## src/rtl/div_16_by_8.sv

```systemverilog
// Sequential radix-2 restoring divider: 16-bit dividend / 8-bit divisor, one quotient bit
// per clock, with a start/busy/done handshake and a single-cycle divide-by-zero path.
module div_16_by_8 #(
    parameter int unsigned N_W = 16,
    parameter int unsigned D_W = 8
) (
    input  logic           clk,
    input  logic           rst,
    input  logic           start_i,
    input  logic [N_W-1:0] dividend_i,
    input  logic [D_W-1:0] divisor_i,
    output logic           busy_o,
    output logic           done_o,
    output logic           dbz_o,
    output logic [N_W-1:0] quotient_o,
    output logic [D_W-1:0] remainder_o
);

    localparam int unsigned CntW = $clog2(N_W);

    typedef enum logic [0:0] {StIdle, StRun} state_e;

    state_e         state_q, state_d;
    logic [CntW-1:0] cnt_q, cnt_d;
    logic [D_W:0]   p_q, p_d;         // partial remainder
    logic [N_W-1:0] q_q, q_d;         // dividend shifting out, quotient shifting in
    logic [D_W-1:0] div_q, div_d;     // latched divisor
    logic [N_W-1:0] quotient_q, quotient_d;
    logic [D_W-1:0] remainder_q, remainder_d;
    logic           done_q, done_d;
    logic           dbz_q, dbz_d;

    logic [D_W:0]   t_trial;
    logic [D_W:0]   p_step;
    logic [N_W-1:0] q_step;
    logic           last_iter;

    // After each restoring step P < divisor, so its top bit is always zero and never read.
    logic unused_p_msb;
    assign unused_p_msb = p_q[D_W];

    // One restoring iteration: shift in the next dividend bit, subtract if it fits.
    always_comb begin
        t_trial = {p_q[D_W-1:0], q_q[N_W-1]};
        if (t_trial >= {1'b0, div_q}) begin
            p_step = t_trial - {1'b0, div_q};
            q_step = {q_q[N_W-2:0], 1'b1};
        end else begin
            p_step = t_trial;
            q_step = {q_q[N_W-2:0], 1'b0};
        end
    end

    assign last_iter = (cnt_q == CntW'(N_W - 1));

    // Next-state logic: accept in idle, iterate in run, publish results with done.
    always_comb begin
        state_d     = state_q;
        cnt_d       = cnt_q;
        p_d         = p_q;
        q_d         = q_q;
        div_d       = div_q;
        quotient_d  = quotient_q;
        remainder_d = remainder_q;
        dbz_d       = dbz_q;
        done_d      = 1'b0;
        case (state_q)
            StIdle: begin
                if (start_i) begin
                    if (divisor_i == '0) begin
                        // Divide by zero completes immediately without entering run.
                        done_d      = 1'b1;
                        dbz_d       = 1'b1;
                        quotient_d  = '1;
                        remainder_d = dividend_i[D_W-1:0];
                    end else begin
                        state_d = StRun;
                        dbz_d   = 1'b0;
                        cnt_d   = '0;
                        p_d     = '0;
                        q_d     = dividend_i;
                        div_d   = divisor_i;
                    end
                end
            end
            StRun: begin
                p_d   = p_step;
                q_d   = q_step;
                cnt_d = cnt_q + CntW'(1);
                if (last_iter) begin
                    state_d     = StIdle;
                    done_d      = 1'b1;
                    quotient_d  = q_step;
                    remainder_d = p_step[D_W-1:0];
                end
            end
            default: state_d = StIdle;
        endcase
    end

    // State and datapath registers; reset abandons any operation in flight.
    always_ff @(posedge clk or posedge rst) begin
        if (rst) begin
            state_q     <= StIdle;
            cnt_q       <= '0;
            p_q         <= '0;
            q_q         <= '0;
            div_q       <= '0;
            quotient_q  <= '0;
            remainder_q <= '0;
            done_q      <= 1'b0;
            dbz_q       <= 1'b0;
        end else begin
            state_q     <= state_d;
            cnt_q       <= cnt_d;
            p_q         <= p_d;
            q_q         <= q_d;
            div_q       <= div_d;
            quotient_q  <= quotient_d;
            remainder_q <= remainder_d;
            done_q      <= done_d;
            dbz_q       <= dbz_d;
        end
    end

    assign busy_o      = (state_q == StRun);
    assign done_o      = done_q;
    assign dbz_o       = dbz_q;
    assign quotient_o  = quotient_q;
    assign remainder_o = remainder_q;

endmodule

```

## config.mk

```make
export PLATFORM = sky130hd
export DESIGN_NAME = div_16_by_8
export DESIGN_NICKNAME = d
export VERILOG_FILES = /design/src/rtl/div_16_by_8.sv
export SDC_FILE = /design/constraint.sdc
export NUM_CORES = 1
export LEC_CHECK = 0
export ABC_AREA = 1
export BUFFER_PORTS_ARGS = -buffer_cell sky130_fd_sc_hd__buf_4
export CORE_UTILIZATION = 56
export CTS_CLUSTER_DIAMETER = 100
export DETAILED_ROUTE_END_ITERATION = 10
export PLACE_DENSITY_LB_ADDON = 0.05
export SLEW_MARGIN = 10
export SYNTH_ARGS = -nofsm -noshare
export SYNTH_HDL_FRONTEND = slang
export SYNTH_SLANG_ARGS = --single-unit
```

## constraint.sdc

```tcl
create_clock -name clk -period 2.4 [get_ports clk]
set_input_delay 0.48 -clock clk [delete_from_list [all_inputs] [get_ports clk]]
set_output_delay 0.48 -clock clk [all_outputs]
set_load 0.05 [all_outputs]
```

* Word level (Yosys, flattened, before mapping)
Cells that the tools add are included.
W data, S select, Z words.
** Storage, ports and cells
- Logic and storage cells :: 51
- Output and inout bits :: 27
- Bits in registers :: 63
** Cells by class
- Eq/ne operators :: 5
- Mux-type cells :: 27
- Bitwise operators :: 2
- Reduce and logical (&&, ||, !) cells :: 5
- Add/subtract/negate cells :: 2
- Magnitude comparators :: 1
** Operators with widths (number)
- $mux W16 :: 5
- $pmux W16 S2 :: 2
- $mux W8 :: 6
- $pmux W8 S2 :: 2
- $ge A9 B8 Y1 :: 1
- $logic_not A8 Y1 :: 1
- $mux W4 :: 2
- $pmux W4 S2 :: 1
- $sub A8 B8 Y8 :: 1
- $mux W1 :: 7
- $ne A2 B2 Y1 const B :: 3
- $reduce_and A3 Y1 :: 2
- $add A4 B1 Y4 const B :: 1
- $eq A4 B4 Y1 const B :: 1
- $pmux W1 S2 :: 2
- $reduce_and A2 Y1 :: 2
- $ne A2 B1 Y1 const B :: 1
- $not A1 Y1 :: 2

* Depth between registers and ports, before layout
- Depth in word-level cells :: 4
- Gate-level depth with buffers :: 13

* Worst setup path after synthesis
OpenSTA, ideal clock, no wires.
- Path kind :: reg2reg
- Start point :: register state_q (netlist: busy_o)
- End point :: register remainder_q[0] (netlist: remainder_o[0])
- Required time :: 2287 ps
- Arrival time :: 1612 ps
- Setup time :: 113 ps
- Cell stages (with the launch flop) :: 9
- Slack :: 675 ps
- Period minus slack after synthesis :: 1725 ps
- Cells stage by stage :: dfrtp_1 -> buf_4 -> nor2_2 -> a21oi_4 -> inv_2 -> buf_6 -> or2_0 -> nand2_1 -> inv_1
** Between the ends
- Longest elaborated chain between the ends :: 3
** RTL lines
- start, declared :: line 23 : state_e state_q, state_d;
- start signal, assigned :: line 104 : state_q <= StIdle;
- start signal, assigned :: line 114 : state_q <= state_d;
- $not A1 Y1 (no source line)
- $ne A2 B2 Y1 (no source line)
- $reduce_and A3 Y1 (no source line)
- end signal, assigned :: line 120 : remainder_q <= remainder_d;
- end, declared :: line 29 : logic [D_W-1:0] remainder_q, remainder_d;
Parallel ways exist; a longest one is shown, timed or not.
A chain may end at the register's enable or synchronous reset.

* Worst setup path in the final report
- Start point :: register cnt_q[0]
- End point :: register remainder_q[7] (netlist: remainder_o[7])
** Between the ends
- Longest elaborated chain between the ends :: 3
** RTL lines
- start, declared :: line 24 : logic [CntW-1:0] cnt_q, cnt_d;
- start signal, assigned :: line 115 : cnt_q <= cnt_d;
- $eq A4 B4 Y1 :: line 54 : assign last_iter = (cnt_q == CntW'(N_W - 1));
- $ne A2 B1 Y1 (no source line)
- $reduce_and A3 Y1 (no source line)
No other way between the ends.

==> out/results.txt <==
FF-to-FF setup slack: 0.21 ns
Critical R2R Capture: remainder_o[7]$_DFFE_PP0P_
Core Util, Final: 70.1%
largest net degree at the start of global routing: 46
CTS tree: yes
syn nets: 431
flops & latches, synth: 63
cell with the most instances after synthesis: nand2_1
Core Box Area: 0.00551 mm²
clock-pin slew on the worst setup and hold paths: 0.08 ns
vias in the first global route: 2691
Setup TNS: 0 ns
ANT cells: 0
Worst setup startpoint: cnt_q[0]$_DFFE_PP0P_
RSZ-0062 raised after global routing: false
row count: 27
Worst Setup Start Kind: flip-flop
minimum clock period: 2.19 ns
fraction of layout cells with a size suffix above 1: 19.3%
fin crit share: 91.3%
fmax: 457 MHz
Avg WL per Cell: 14.8 µm
syn_area_per_cell: 8.13 µm²
post_cts resized: 0
CP Capture Point: remainder_o[7]$_DFFE_PP0P_
GRT overflow: 0
area of the mapped netlist: 0.00320 mm²
fin worst setup slack: 0.210 ns
multi-input logic area: 0.00136 mm²
nets: 483
gr usage total: 28.4%
max-slew violations: 0
Vias: 2794
ANT nets after route: 0
TritonCTS Buffers: 9
IO Port Bufs: 53
Synth async-reset ratio: 100%
Die H: 77.6 µm
Seq/Total Area, Yosys: 49.2%
Post-synth EDFFs: 0
dominant synthesized flop cell: dfrtp_1
worst slack, placed: 0.253 ns
Die X: 77.6 µm
Clock Latency Late Sink: 0.34 ns
H-tree depth: 3
Syn-to-layout area delta: 20.4%
final hold violation count: 0
slew at the pin closest to its max-slew limit: 0.556 ns
clock sinks: 63
final setup vio count: 0
Critical Path AT: 2.42 ns
synth top area cells: dfrtp_1, nand2_1, nand3_1
hold_buf cts: 0
Gate Count Post-Synth: 394
final WL: 7.74 mm
Rel. slew slack: 62.9%
register area: 0.00158 mm²
Yosys cell types: 31
via/cell ratio: 5.34
Ys Warns: 0
status: complete, no violations
die area: 0.00603 mm²
Worst Path Required: 2.63 ns
Min-Delay Path Class: in2async
dpl hpwl: 5.43 mm
Synth top cells by count: nand2_1, dfrtp_1, inv_1
routability congestion estimate: 0.870
clock skew: 0.0106 ns
number of fill cells: 469
DRT iter0 DRCs: 212
CP Max Fanout: 26
max_cap viols: 0
worst r2r src: cnt_q[0]$_DFFE_PP0P_
# DRC: 0
antenna violations before repair: 0
# Post-CTS Setup Buffers: 0
worst-case clock buffer depth: 2
Root Buffer: clkbuf_8
Synth top area share: 49.2%
kind of critical path: reg2reg
first-pass GRT wire length: 13.0 mm
area leader, netlist: dfrtp_1
# IOs: 54
DRT Pass-1 Iters: 5
Setup crit end kind: flip-flop
worst reg2reg path depth: 8
starting density of the core: 58.2%
[worst min path at each step]
| stage | start | end | depth (start not counted) |
|---|---|---|---|
| after floorplan | div_q[0]$_DFFE_PP0P_ | div_q[0]$_DFFE_PP0P_ | 2 |
| after global placement | quotient_o[5]$_DFFE_PP0P_ | quotient_o[5]$_DFFE_PP0P_ | 2 |
| after detailed placement | quotient_o[6]$_DFFE_PP0P_ | quotient_o[6]$_DFFE_PP0P_ | 2 |
| after CTS | rst | quotient_o[1]$_DFFE_PP0P_ | 2 |
| after global routing | rst | quotient_o[1]$_DFFE_PP0P_ | 2 |
| final | rst | quotient_o[1]$_DFFE_PP0P_ | 2 |
[metal layers]
layer | global-route usage, % | wire length, µm | vias to the layer above
met5 | 0 | 0 | -
met4 | 10.4 | 130 | 0
met3 | 6.47 | 273 | 10
met1 | 37.3 | 3650 | 1330
li1 | - | - | 1391
met2 | 46.0 | 3690 | 63
[layout make-up]
class                      count  area share, %
sequential                    63           40.9
clock buffer                  13           4.38
clock inverter                 3           1.04
timing repair buffer          56           11.2
tap                           72           2.33
inverter                      51           4.96
multi-input combinational    265           35.2
[flip-flops by register name, summed over array words and instances (netlist names)]
register and cells:
dbz_o 1, div_q 8, p_q 8, q_q 16, quotient_o 16, busy_o 1, cnt_q 4, remainder_o 8
done_o 1
[worst max-delay path, cell delays in order (launching register included)]
cell	delay [ns]
dfrtp_1	0.40
ha_1	0.24
nand3_1	0.09
inv_1	0.08
a21oi_4	0.45
inv_2	0.32
or2_2	0.36
nand2_1	0.07
inv_1	0.05
[stage by stage]
step | hold WS [ns] | instances | cell area (µm²)
2_1_floorplan | 0.453 | 394 | 3200
3_3_place_gp | 0.472 | 507 | 3650
3_5_place_dp | 0.479 | 507 | 3650
4_1_cts | 0.187 | 523 | 3860
5_1_grt | 0.207 | 523 | 3860
6_report | 0.168 | 523 | 3860
[placed cells by master (no fill, tap or decap), types with 2 or more instances in the layout]
master / Yosys / routed
nand2_1: 80 / 80
dfrtp_1: 63 / 63
buf_4: 2 / 55
inv_1: 49 / 48
nor2_1: 44 / 44
nand3_1: 37 / 37
o21ai_0: 24 / 24
a21oi_1: 16 / 16
clkbuf_8: 0 / 12
nand4_1: 10 / 10
o211ai_1: 9 / 9
ha_1: 9 / 9
a31oi_1: 8 / 8
nor3_1: 6 / 6
or2_2: 6 / 6
nor2_2: 3 / 3
inv_2: 2 / 3
or2_0: 2 / 2
xor2_1: 2 / 2
clkinv_2: 0 / 2
[kinds of logic after synthesis]
logic type | Yosys count | synth area share [%]
AOI/OAI and AO/OA | 62 | 11.4
xor gates and xnor gates | 3 | 0.820
adders and majority gates | 10 | 4.14
buffers and inverters | 66 | 8.39
DFF | 63 | 49.2
and+or+nand+nor | 190 | 26.0
Power is left out: the tool's default activity adds up to more than one toggle a clock period on the data nets, which glitch-free logic cannot reach.
